[config.mk]
export PLATFORM = sky130hd
export DESIGN_NAME = io_bus_responder
export DESIGN_NICKNAME = d
export VERILOG_FILES = /design/src/rtl/io_bus_responder.sv
export SDC_FILE = /design/constraint.sdc
export NUM_CORES = 1
export LEC_CHECK = 0
export BUFFER_PORTS_ARGS = -buffer_cell sky130_fd_sc_hd__buf_2
export CAP_MARGIN = 20
export CORE_ASPECT_RATIO = 1.5
export CORE_MARGIN = 3
export CORE_UTILIZATION = 57
export DETAILED_ROUTE_END_ITERATION = 10
export PLACE_DENSITY_LB_ADDON = 0.2
export SLEW_MARGIN = 20
export SYNTH_ARGS = -nofsm -noshare
export SYNTH_HDL_FRONTEND = slang
export SYNTH_SLANG_ARGS = --single-unit
export TNS_END_PERCENT = 20
[constraint.sdc]
create_clock -name i_oszClk -period 3.16 [get_ports i_oszClk]
set_input_delay 0.158 -clock i_oszClk [delete_from_list [all_inputs] [get_ports i_oszClk]]
set_output_delay 0.158 -clock i_oszClk [all_outputs]
set_load 0.01 [all_outputs]
[src/rtl/io_bus_responder.sv]
// CPU IO-bus peripheral: switch input, LED register, status, scratch and a
// transmit FIFO drained by a ready/valid sink. Reads are combinational.
module io_bus_responder #(
    parameter logic [7:0] BASE_ADDR   = 8'h01,
    parameter int         FIFO_DEPTH  = 8,
    parameter int         SYNC_STAGES = 2
) (
    input  logic       i_oszClk,
    input  logic       i_reset,
    input  logic       i_ioNCE,
    input  logic [7:0] i_ioAddress,
    input  logic       i_ioNOE,
    input  logic       i_ioNWE,
    input  logic [7:0] i_bus,
    output logic [7:0] o_bus,
    output logic       o_busNOE,
    input  logic [7:0] i_switches,
    output logic [7:0] o_leds,
    output logic [7:0] o_txData,
    output logic       o_txValid,
    input  logic       i_txReady
);

    localparam int PW = $clog2(FIFO_DEPTH);
    localparam int CW = $clog2(FIFO_DEPTH + 1);

    typedef enum logic [2:0] {
        REG_SWITCHES = 3'd0,
        REG_LEDS     = 3'd1,
        REG_STATUS   = 3'd2,
        REG_TXFIFO   = 3'd3,
        REG_SCRATCH  = 3'd4
    } regSel_t;

    logic [SYNC_STAGES-1:0][7:0] syncReg;
    logic [7:0]    ledReg;
    logic [7:0]    scratchReg;
    logic          overflowFlag;
    logic          underflowFlag;
    logic          wrSeen;
    logic          rdSeen;
    logic [PW-1:0] wrPtr;
    logic [PW-1:0] rdPtr;
    logic [CW-1:0] count;
    logic [7:0]    fifoMem [FIFO_DEPTH];

    logic          selected;
    regSel_t       regSel;
    logic          wrStrobe;
    logic          rdStrobe;
    logic          wrCommit;
    logic          rdFirst;
    logic          fifoEmpty;
    logic          fifoFull;
    logic          pushReq;
    logic          push;
    logic          pop;
    logic [4:0]    countWide;
    logic [3:0]    statusCount;
    logic [7:0]    statusValue;
    logic [7:0]    readValue;

    assign selected = !i_ioNCE && (i_ioAddress != 8'h00)
                      && (i_ioAddress >= BASE_ADDR)
                      && (i_ioAddress <= BASE_ADDR + 8'd4);
    assign regSel   = regSel_t'(3'(i_ioAddress - BASE_ADDR));

    // A low nWE wins over a low nOE: the cycle is a write and nobody drives.
    assign wrStrobe = selected && !i_ioNWE;
    assign rdStrobe = selected && !i_ioNOE && i_ioNWE;
    assign wrCommit = wrStrobe && !wrSeen;
    assign rdFirst  = rdStrobe && !rdSeen;

    assign fifoEmpty = (count == '0);
    assign fifoFull  = (count == CW'(FIFO_DEPTH));
    assign pop       = !fifoEmpty && i_txReady;
    assign pushReq   = wrCommit && (regSel == REG_TXFIFO);
    assign push      = pushReq && (!fifoFull || pop);

    assign countWide   = 5'(count);
    assign statusCount = (countWide > 5'd15) ? 4'hF : countWide[3:0];
    assign statusValue = {statusCount, underflowFlag, overflowFlag, fifoFull, fifoEmpty};

    always_ff @(posedge i_oszClk or posedge i_reset) begin
        if (i_reset) begin
            syncReg <= '0;
        end else begin
            syncReg <= {syncReg[SYNC_STAGES-2:0], i_switches};
        end
    end

    // NOTE: strobe history resets to "already seen" so a strobe held across reset release never commits.
    always_ff @(posedge i_oszClk or posedge i_reset) begin
        if (i_reset) begin
            ledReg        <= 8'h00;
            scratchReg    <= 8'h00;
            overflowFlag  <= 1'b0;
            underflowFlag <= 1'b0;
            wrSeen        <= 1'b1;
            rdSeen        <= 1'b1;
            wrPtr         <= '0;
            rdPtr         <= '0;
            count         <= '0;
        end else begin
            wrSeen <= wrStrobe;
            rdSeen <= rdStrobe;
            if (wrCommit) begin
                case (regSel)
                    REG_LEDS:    ledReg     <= i_bus;
                    REG_SCRATCH: scratchReg <= i_bus;
                    REG_STATUS: begin
                        overflowFlag  <= 1'b0;
                        underflowFlag <= 1'b0;
                    end
                    default: ;
                endcase
            end
            if (pushReq && fifoFull && !pop)
                overflowFlag <= 1'b1;
            if (rdFirst && (regSel == REG_TXFIFO) && fifoEmpty)
                underflowFlag <= 1'b1;
            if (push)
                wrPtr <= wrPtr + 1'b1;
            if (pop)
                rdPtr <= rdPtr + 1'b1;
            case ({push, pop})
                2'b10:   count <= count + 1'b1;
                2'b01:   count <= count - 1'b1;
                default: ;
            endcase
        end
    end

    // NOTE: FIFO storage has no reset; empty is tracked by count and the head is masked while empty.
    always_ff @(posedge i_oszClk) begin
        if (push)
            fifoMem[wrPtr] <= i_bus;
    end

    // NOTE: default assignment first keeps this purely combinational (no latch).
    always_comb begin
        readValue = 8'h00;
        case (regSel)
            REG_SWITCHES: readValue = syncReg[SYNC_STAGES-1];
            REG_LEDS:     readValue = ledReg;
            REG_STATUS:   readValue = statusValue;
            REG_TXFIFO:   readValue = fifoEmpty ? 8'h00 : fifoMem[rdPtr];
            REG_SCRATCH:  readValue = scratchReg;
            default:      readValue = 8'h00;
        endcase
    end

    assign o_busNOE  = !(rdStrobe && !i_reset);
    assign o_bus     = o_busNOE ? 8'h00 : readValue;
    assign o_leds    = ledReg;
    assign o_txValid = !fifoEmpty;
    assign o_txData  = fifoEmpty ? 8'h00 : fifoMem[rdPtr];

endmodule

==> results of run 1 <==
==> kinds of logic (layout without fill, tap and decap cells) <==
group                      Yosys count  after routing  share of synthesized area
AOI/OAI and AO/OA                   42             42                    0.06455
DFF                                110            110                     0.6667
adders and majority gates            3              3                   0.008138
xor gates and xnor gates             7              7                    0.01329
buffers and inverters               18             96                    0.01871
and+or+nand+nor                     81             81                    0.09086
muxes                               54             54                     0.1378
==> synthesized netlist by cell type, drive strengths merged <==
| master | n |
|---|---|
| edfxtp | 64 |
| dfrtp | 44 |
| mux2 | 33 |
| nor2 | 28 |
| nand2 | 19 |
| mux2i | 17 |
| a21oi | 7 |
| a22oi | 7 |
| buf | 7 |
| clkbuf | 7 |
| o22ai | 7 |
| a221o | 6 |
| nor2b | 6 |
| o21ai | 5 |
| xnor2 | 5 |
| a31oi | 4 |
| inv | 4 |
| mux4 | 4 |
| nand2b | 4 |
| nand3 | 4 |
| nor3 | 4 |
| a221oi | 3 |
| a22o | 3 |
| ha | 3 |
| or3 | 3 |
| dfstp | 2 |
| nand4b | 2 |
| nor3b | 2 |
| nor4 | 2 |
| or4 | 2 |
| xor2 | 2 |
| and3 | 1 |
| nand3b | 1 |
| nand4 | 1 |
| nor4b | 1 |
| or3b | 1 |
==> what timing repair did <==
action,in CTS,in global routing
hold buffers,11,0
resized for setup,0,0
endpoints found under the hold margin,54,0
==> routing by layer <==
layer | up-vias | GRT usage
li1 | 1328 | -
met1 | 1416 | 0.2603
met5 | - | 0
met4 | 0 | 0.08716
met3 | 10 | 0.03549
met2 | 101 | 0.3949
==> registers in the layout, indices dropped and copies added (netlist names), 3 cells and up <==
| name | flops |
|---|---|
| o_leds | 8 |
| syncReg | 16 |
| wrPtr | 3 |
| count | 4 |
| rdPtr | 3 |
| scratchReg | 8 |
| fifoMem | 64 |
==> area by class of cell <==
| cell class | count | area share |
|---|---|---|
| Clock buffer | 11 | 0.04288 |
| Clock inverter | 5 | 0.01083 |
| Inverter | 4 | 0.002766 |
| Multi-Input combinational cell | 187 | 0.2686 |
| Sequential cell | 110 | 0.5666 |
| Tap cell | 102 | 0.02351 |
| Timing Repair Buffer | 76 | 0.08483 |
==> stage by stage <==
stage | utilization | cell area, um2 | std cells | worst slack, ns | total power [mW]
after global placement | 0.6478 | 5026 | 468 | 0.5664 | 2.699
after CTS | 0.6996 | 5428 | 495 | 0.3924 | 3.836
after detailed placement | 0.6478 | 5026 | 468 | 0.5273 | 2.725
final | 0.6996 | 5428 | 495 | 0.3663 | 3.807
after global routing | 0.6996 | 5428 | 495 | 0.3026 | 3.976
after floorplan | - | 4613 | 315 | 0.7010 | 2.417
==> worst max-delay path, delay by kind of cell <==
family	cells	cell delay [ns]
buf+inv	2	0.66
simple gates	4	1.95
==> final timing paths <==
path                       startpoint             to
min in group asynchronous     i_reset  underflowFlag
min                           i_ioNCE         wrSeen
max reg2reg                    wrSeen  fifoMem[4][4]
max                           i_ioNWE  fifoMem[4][4]
max in group asynchronous     i_reset       rdPtr[2]
min reg2reg                syncReg[7]    syncReg[15]
==> where the power goes <==
group	switching [mW]	leakage (nW)	internal, mW
registers	0.118	1.15	1.58
logic	0.539	0.890	0.466
clock network	0.484	0.136	0.616
==> metrics.md, run 1 <==
| Metric | Value |
|---|---|
| Status | `finished clean` |
| Cells on worst reg2reg path | `4` |
| Avg Inst Size Synth | `14.64 um2` |
| Max layer used | `met4` |
| Routed len/inst | `19.19 um` |
| Period Utilization, post-route | `0.8841` |
| CP startpoint kind | `input pin` |
| YS warnings | `0` |
| CTS tree | `yes` |
| Setup crit end kind | `flip-flop` |
| Slew Limit Fails | `0` |
| Antenna diodes | `0` |
| Vias in the first global route | `slightly below 3,000` |
| Final Hold Viols | `0` |
| Area of the multi-input gates | `1458 um2` |
| Synth cell types | `45` |
| CTS clock-pin slew for the worst setup and hold paths | `0.07 ns` |
| Seq/Total Area, Yosys | `0.6667` |
| Met1 Wirelength | `3664 um` |
| CTS Sinks | `110` |
| H-tree depth | `3` |
| Chip Width | `approximately 79 um` |
| Initial Util | `0.5946` |
| Remaining antenna violation count | `0` |
| IO Count | `between 50 and 60` |
| Grt total ovfl | `0` |
| Final setup viols | `0` |
| Synthesized cell area | `4613 um2` |
| Routed WL | `9500 um` |
| Seq cells post-synth | `110` |
| Clock buffer depth | `2` |
| Hold crit path type | `input pin to flip-flop` |
| Routed vias/inst | `5.768` |
| Postcts setup bufs | `0` |
| RSZ-0062 raised after global routing | `no` |
| Most common cell after layout, fill and taps aside | `edfxtp_1` |
| # port buffers | `55` |
| 1st-pass router iterations | `5` |
| Syn Inst Count | `315` |
| Synthesized Nets | `348` |
| Most frequent cells in the layout | `64 x edfxtp_1, 55 x buf_2, 44 x dfrtp_1` |
| Largest cells by area after synthesis | `edfxtp_1 42%, dfrtp_1 24%, mux2_2 7.8%` |
| Worst-Skew Late Latency | `0.34 ns` |
| Slew @ Worst Pin | `slightly above 0.8 ns` |
| Initial antenna violation count | `0` |
| Top cell type's share of synthesized area | `0.4166` |
| Max_slew headroom | `0.4558` |
| Slowest-stage cell, CP | `nor2_1` |
| Max Clk Rate | `between 300 and 400 MHz` |
| CP cell instances | `dlygate4sd3_1 > buf_2 > or4_1 > or3b_4 > or3_1 > nor2_1` |
| Met3 WL | `461 um` |
| Setup Total Neg Slack | `0 ns` |
| Final GP Congestion | `0.8559` |
| Area Growth Syn to Fin | `17.66%` |
| Hold_ws | `0.1016 ns` |
| Pwr Density | `around 700 nW/um2` |
| WP data required | `3.13 ns` |
| FP Rows | `39` |
| Crit path arrival time | `2.77 ns` |
| Hold path depth | `4` |
| Fill cell count | `530` |
| R2R setup slack | `between 0.5 and 0.6 ns` |
| First-pass GRT wire length | `~15,000 um` |
| Metal2 WL | `5232 um` |
| GRT Util Overall | `0.2191` |
| Register Area | `3075 um2` |
| CP Max Fanout | `8` |
| Pleak | `about 2.2 nW` |
| Cell taking the most area after synthesis | `edfxtp_1` |
| Final clock skew | `roughly 0.0057 ns` |
| Die Span Y | `between 100 and 150 um` |
| Worst vdd ir | `532.6 uV` |
| Via count | `around 2,900` |
| Share of layout cells above drive strength 1 | `0.3206` |
| Max-Cap Viols | `0` |
| Die area | `9231 um2` |
| Detailed Place HPWL | `6754 um` |
| DR DRC count | `0` |
| TritonCTS Buffers | `9` |
| DR iter-0 viols | `185` |
| CP max stage delay | `0.57 ns` |
| Crit Path Category | `input pin to flip-flop` |
| Final net count | `approximately 420` |
| Fin crit period | `2.794 ns` |
| Core Box Area | `7759 um2` |
| CTS Root Cell | `clkbuf_16` |
| Largest net degree at the start of global routing | `47` |
No activity file was read; power rests on OpenSTA's default activity.
==> inputs of run 2 (changes only) <==
--- a/config.mk
+++ b/config.mk
@@ -5,13 +5,15 @@
 export SDC_FILE = /design/constraint.sdc
 export NUM_CORES = 1
 export LEC_CHECK = 0
-export BUFFER_PORTS_ARGS = -buffer_cell sky130_fd_sc_hd__buf_2
+export ABC_AREA = 1
+export BUFFER_PORTS_ARGS = -buffer_cell sky130_fd_sc_hd__clkbuf_2
 export CAP_MARGIN = 20
 export CORE_ASPECT_RATIO = 1.5
 export CORE_MARGIN = 3
 export CORE_UTILIZATION = 57
 export DETAILED_ROUTE_END_ITERATION = 10
 export PLACE_DENSITY_LB_ADDON = 0.2
+export REMOVE_ABC_BUFFERS = 1
 export SLEW_MARGIN = 20
 export SYNTH_ARGS = -nofsm -noshare
 export SYNTH_HDL_FRONTEND = slang
==> metrics.md, run 2 <==
| Metric | Value |
|---|---|
| IO Count | `56 (unchanged)` |
| Setup crit end kind | `primary output (was flip-flop)` |
| Fin crit period | `2.433 ns (was 2.794 ns)` |
| YS warnings | `0 (unchanged)` |
| Most frequent cells in the layout | `64 x nand2_1, 64 x edfxtp_1, 55 x clkbuf_2 (was 64 x edfxtp_1, 55 x buf_2, 44 x dfrtp_1)` |
| Most flops, register | `fifoMem (unchanged)` |
| EDFF count, synth | `64 (unchanged)` |
| Pleak | `2.296 nW (was 2.179 nW)` |
| PostCTS Resize Cnt | `0 (unchanged)` |
| CTS Root Cell | `clkbuf_16 (unchanged)` |
| Final GP Congestion | `0.8667 (was 0.8559)` |
| DR iter-0 viols | `293 (was 185)` |
| Clock buffer depth | `2 (unchanged)` |
| Largest family of logic cells by synthesized area | `simple AND/OR/NAND/NOR gates (was multiplexers)` |
| Worst-Skew Late Latency | `0.35 ns (was 0.34 ns)` |
| Setup crit end | `o_bus[7] (was fifoMem[4][4])` |
| CP Max Fanout | `22 (was 8)` |
| CTS Sinks | `110 (unchanged)` |
| Antenna diodes | `0 (unchanged)` |
| Crit path arrival time | `2.28 ns (was 2.77 ns)` |
| Routed len/inst | `17.16 um (was 19.19 um)` |
| DR DRC count | `0 (unchanged)` |
| Pwr Density | `726.8 nW/um2 (was 701.4 nW/um2)` |
| Max Clk Rate | `410.9 MHz (was 357.9 MHz)` |
| Period Utilization, post-route | `0.7701 (was 0.8841)` |
| Share of layout cells above drive strength 1 | `0.2028 (was 0.3206)` |
| Crit path from | `rdPtr[0] (was i_ioNWE)` |
| R2R setup slack | `1.13 ns (was 0.56 ns)` |
| Final setup viols | `0 (unchanged)` |
| Largest net degree at the start of global routing | `47 (unchanged)` |
| Setup Total Neg Slack | `0 ns (unchanged)` |
| Synth Area in XOR/XNOR | `0.007638 (was 0.01329)` |
| Initial antenna violation count | `0 (unchanged)` |
| R2R Path Start | `count[1] (was wrSeen)` |
| CTS tree | `yes (unchanged)` |
| Via count | `3,356 (was 2,855)` |
| Chip Width | `79.25 um (was 79.46 um)` |
| Slew Limit Fails | `0 (unchanged)` |
| Synth cell types | `33 (was 45)` |
| Initial Util | `0.5949 (was 0.5946)` |
| Post-synthesis mux area share | `0 (was 0.1378)` |
| Final worst setup slack | `0.7266 ns (was 0.3663 ns)` |
| Top Registers | `fifoMem: 64 flops, syncReg: 16 flops (unchanged)` |
| Number of flip-flops in the largest register | `64 (unchanged)` |
| TritonCTS Buffers | `9 (unchanged)` |
| Max-Cap Viols | `0 (unchanged)` |
| Syn Inst Count | `414 (was 315)` |
| Most instantiated cells after synthesis | `64 x edfxtp_1, 64 x nand2_1, 51 x nor2_1 (was 64 x edfxtp_1, 44 x dfrtp_1, 32 x mux2_2)` |
| WP data required | `3.00 ns (was 3.13 ns)` |
| Top cell type's share of synthesized area | `0.4190 (was 0.4166)` |
| Final cell area excluding filler cells | `5436 um2 (was 5428 um2)` |
| CTS clock-pin slew for the worst setup and hold paths | `0.07 ns (about the same)` |
| Status | `finished clean (unchanged)` |
| Final Hold Viols | `0 (unchanged)` |
| Slew @ Worst Pin | `0.7355 ns (was 0.8089 ns)` |
| Vias in the first global route | `3,203 (was 2,930)` |
| Die Span Y | `115.9 um (was 116.2 um)` |
| Grt total ovfl | `0 (unchanged)` |
| Routed vias/inst | `5.640 (was 5.768)` |
| Synth Area in Adders | `0.008183 (was 0.008137)` |
| Cell taking the most area after synthesis | `edfxtp_1 (unchanged)` |
| Simple-gate share of the synthesized area | `0.1369 (was 0.09086)` |
| # port buffers | `55 (unchanged)` |
| Main flop type after synthesis | `edfxtp_1 (unchanged)` |
| Worst vdd ir | `448.6 uV (was 532.6 uV)` |
| Pre-CTS setup slack | `0.9385 ns (was 0.5273 ns)` |
| Routed WL | `10,210 um (was 9500 um)` |
| Detailed Place HPWL | `7180 um (was 6754 um)` |
| GRT Util Overall | `0.2403 (was 0.2191)` |
| RSZ-0062 raised after global routing | `no (unchanged)` |
| First-pass GRT wire length | `16,320 um (was 14,920 um)` |
| Async SR Flop Fraction | `0.4182 (unchanged)` |
| Synth Area in Compound Gates | `0.1345 (was 0.06455)` |
| Area Growth Syn to Fin | `18.52% (was 17.66%)` |
| Fill cell count | `583 (was 530)` |
| Cells on worst reg2reg path | `15 (was 4)` |
| 1st-pass router iterations | `5 (unchanged)` |
| Final clock skew | `0.007721 ns (was 0.005660 ns)` |
| Core Box Area | `7710 um2 (was 7759 um2)` |
| Seq/Total Area, Yosys | `0.6705 (was 0.6667)` |
| Die area | `9182 um2 (was 9231 um2)` |
| H-tree depth | `3 (unchanged)` |
| Hold crit path type | `input pin to flip-flop (unchanged)` |
| Final net count | `521 (was 421)` |
| Synthesized cell area | `4587 um2 (was 4613 um2)` |
| Crit Path Category | `flip-flop to primary output (was input pin to flip-flop)` |
| Largest cells by area after synthesis | `edfxtp_1 42%, dfrtp_1 24%, nand2_1 5.2% (was edfxtp_1 42%, dfrtp_1 24%, mux2_2 7.8%)` |
| Remaining antenna violation count | `0 (unchanged)` |
| Seq cells post-synth | `110 (unchanged)` |
| FP Rows | `39 (unchanged)` |
| Reg2reg end | `count[2] (was fifoMem[4][4])` |
| Max_slew headroom | `0.5078 (was 0.4558)` |
| Avg Inst Size Synth | `11.08 um2 (was 14.64 um2)` |
| CP startpoint kind | `flip-flop (was input pin)` |
| Placed Area | `5029 um2 (was 5026 um2)` |
-- run 2: cell types whose count changed after synthesis, sizes merged, moves of 7 or more --
cell	delta
nand3	+7
o211a	+8
nor2	+28
a22oi	-7
mux2	-33
nand2	+48
o21ai	+57
mux2i	-17
inv	+32
-- run 2: layout make-up --
class	count	area [um2]	area share
well taps	102	127.6	0.02348
inverters	38	142.6	0.02624
repair buffers	76	455.4	0.08377
clock buffers	12	289.0	0.05316
clock inverters	4	28.78	0.005293
multi-input cells	253	1318	0.2423
flip-flops and latches	110	3075	0.5657
-- run 2: how the worst min path moves through the flow --
| stage | startpoint | endpoint | slack (ns) | depth (start not counted) |
|---|---|---|---|---|
| 2_1_floorplan | i_switches[0] | syncReg[0] | 0.19 | 0 |
| 3_3_place_gp | i_switches[0] | syncReg[0] | 0.27 | 1 |
| 3_5_place_dp | i_switches[5] | syncReg[5] | 0.27 | 1 |
| 4_1_cts | i_ioNOE | rdSeen | 0.06 | 4 |
| 5_1_grt | i_ioNOE | rdSeen | 0.1 | 4 |
| 6_report | i_ioNOE | rdSeen | 0.09 | 4 |
-- run 2: kinds of logic after synthesis --
logic type,after synthesis
fa+ha+maj,3
compound gates,101
simple gates,145
buf+inv,51
xor+xnor,4
flops,110
-- run 2: power by group --
part	total (mW)	internal, mW	leakage (nW)	switching [mW]
registers	1.67	1.58	1.15	0.0883
clock network	1.16	0.657	0.160	0.507
logic	1.12	0.401	0.987	0.715
total	3.95	2.64	2.30	1.31
-- run 2: what timing repair did --
action / CTS / global route
buffers inserted: 0 / 0
hold buffers: 9 / 0
hold endpoints to repair: 52 / 0
setup endpoints to repair: 0 / 0
-- run 2: worst max-delay path: stages (launching register included) --
cell and delay, ns:
dfrtp_1 0.38, inv_1 0.26, buf_4 0.30, o21ai_0 0.10, o221ai_1 0.25, o211a_1 0.25
nand2_1 0.07, a21oi_1 0.15, clkbuf_2 0.16
-- run 2: metrics by stage --
step | util | power, mW | instances | hold WS (ns)
floorplan | - | 2.371 | 401 | 0.1894
global placement | 0.6522 | 2.789 | 570 | 0.2670
detailed placement | 0.6522 | 2.809 | 570 | 0.2680
CTS | 0.7051 | 3.968 | 595 | 0.06246
global route | 0.7051 | 4.148 | 595 | 0.09582
finish | 0.7051 | 3.951 | 595 | 0.08784
-- run 2: layer usage --
metal	vias to the layer above	wire length (um)	track usage	share of wire
met5	-	0	0	0
met4	0	328	0.1365	0.032
met3	20	475	0.02644	0.047
met2	145	5206	0.3937	0.51
met1	1595	4200	0.3135	0.41
li1	1596	-	-	-
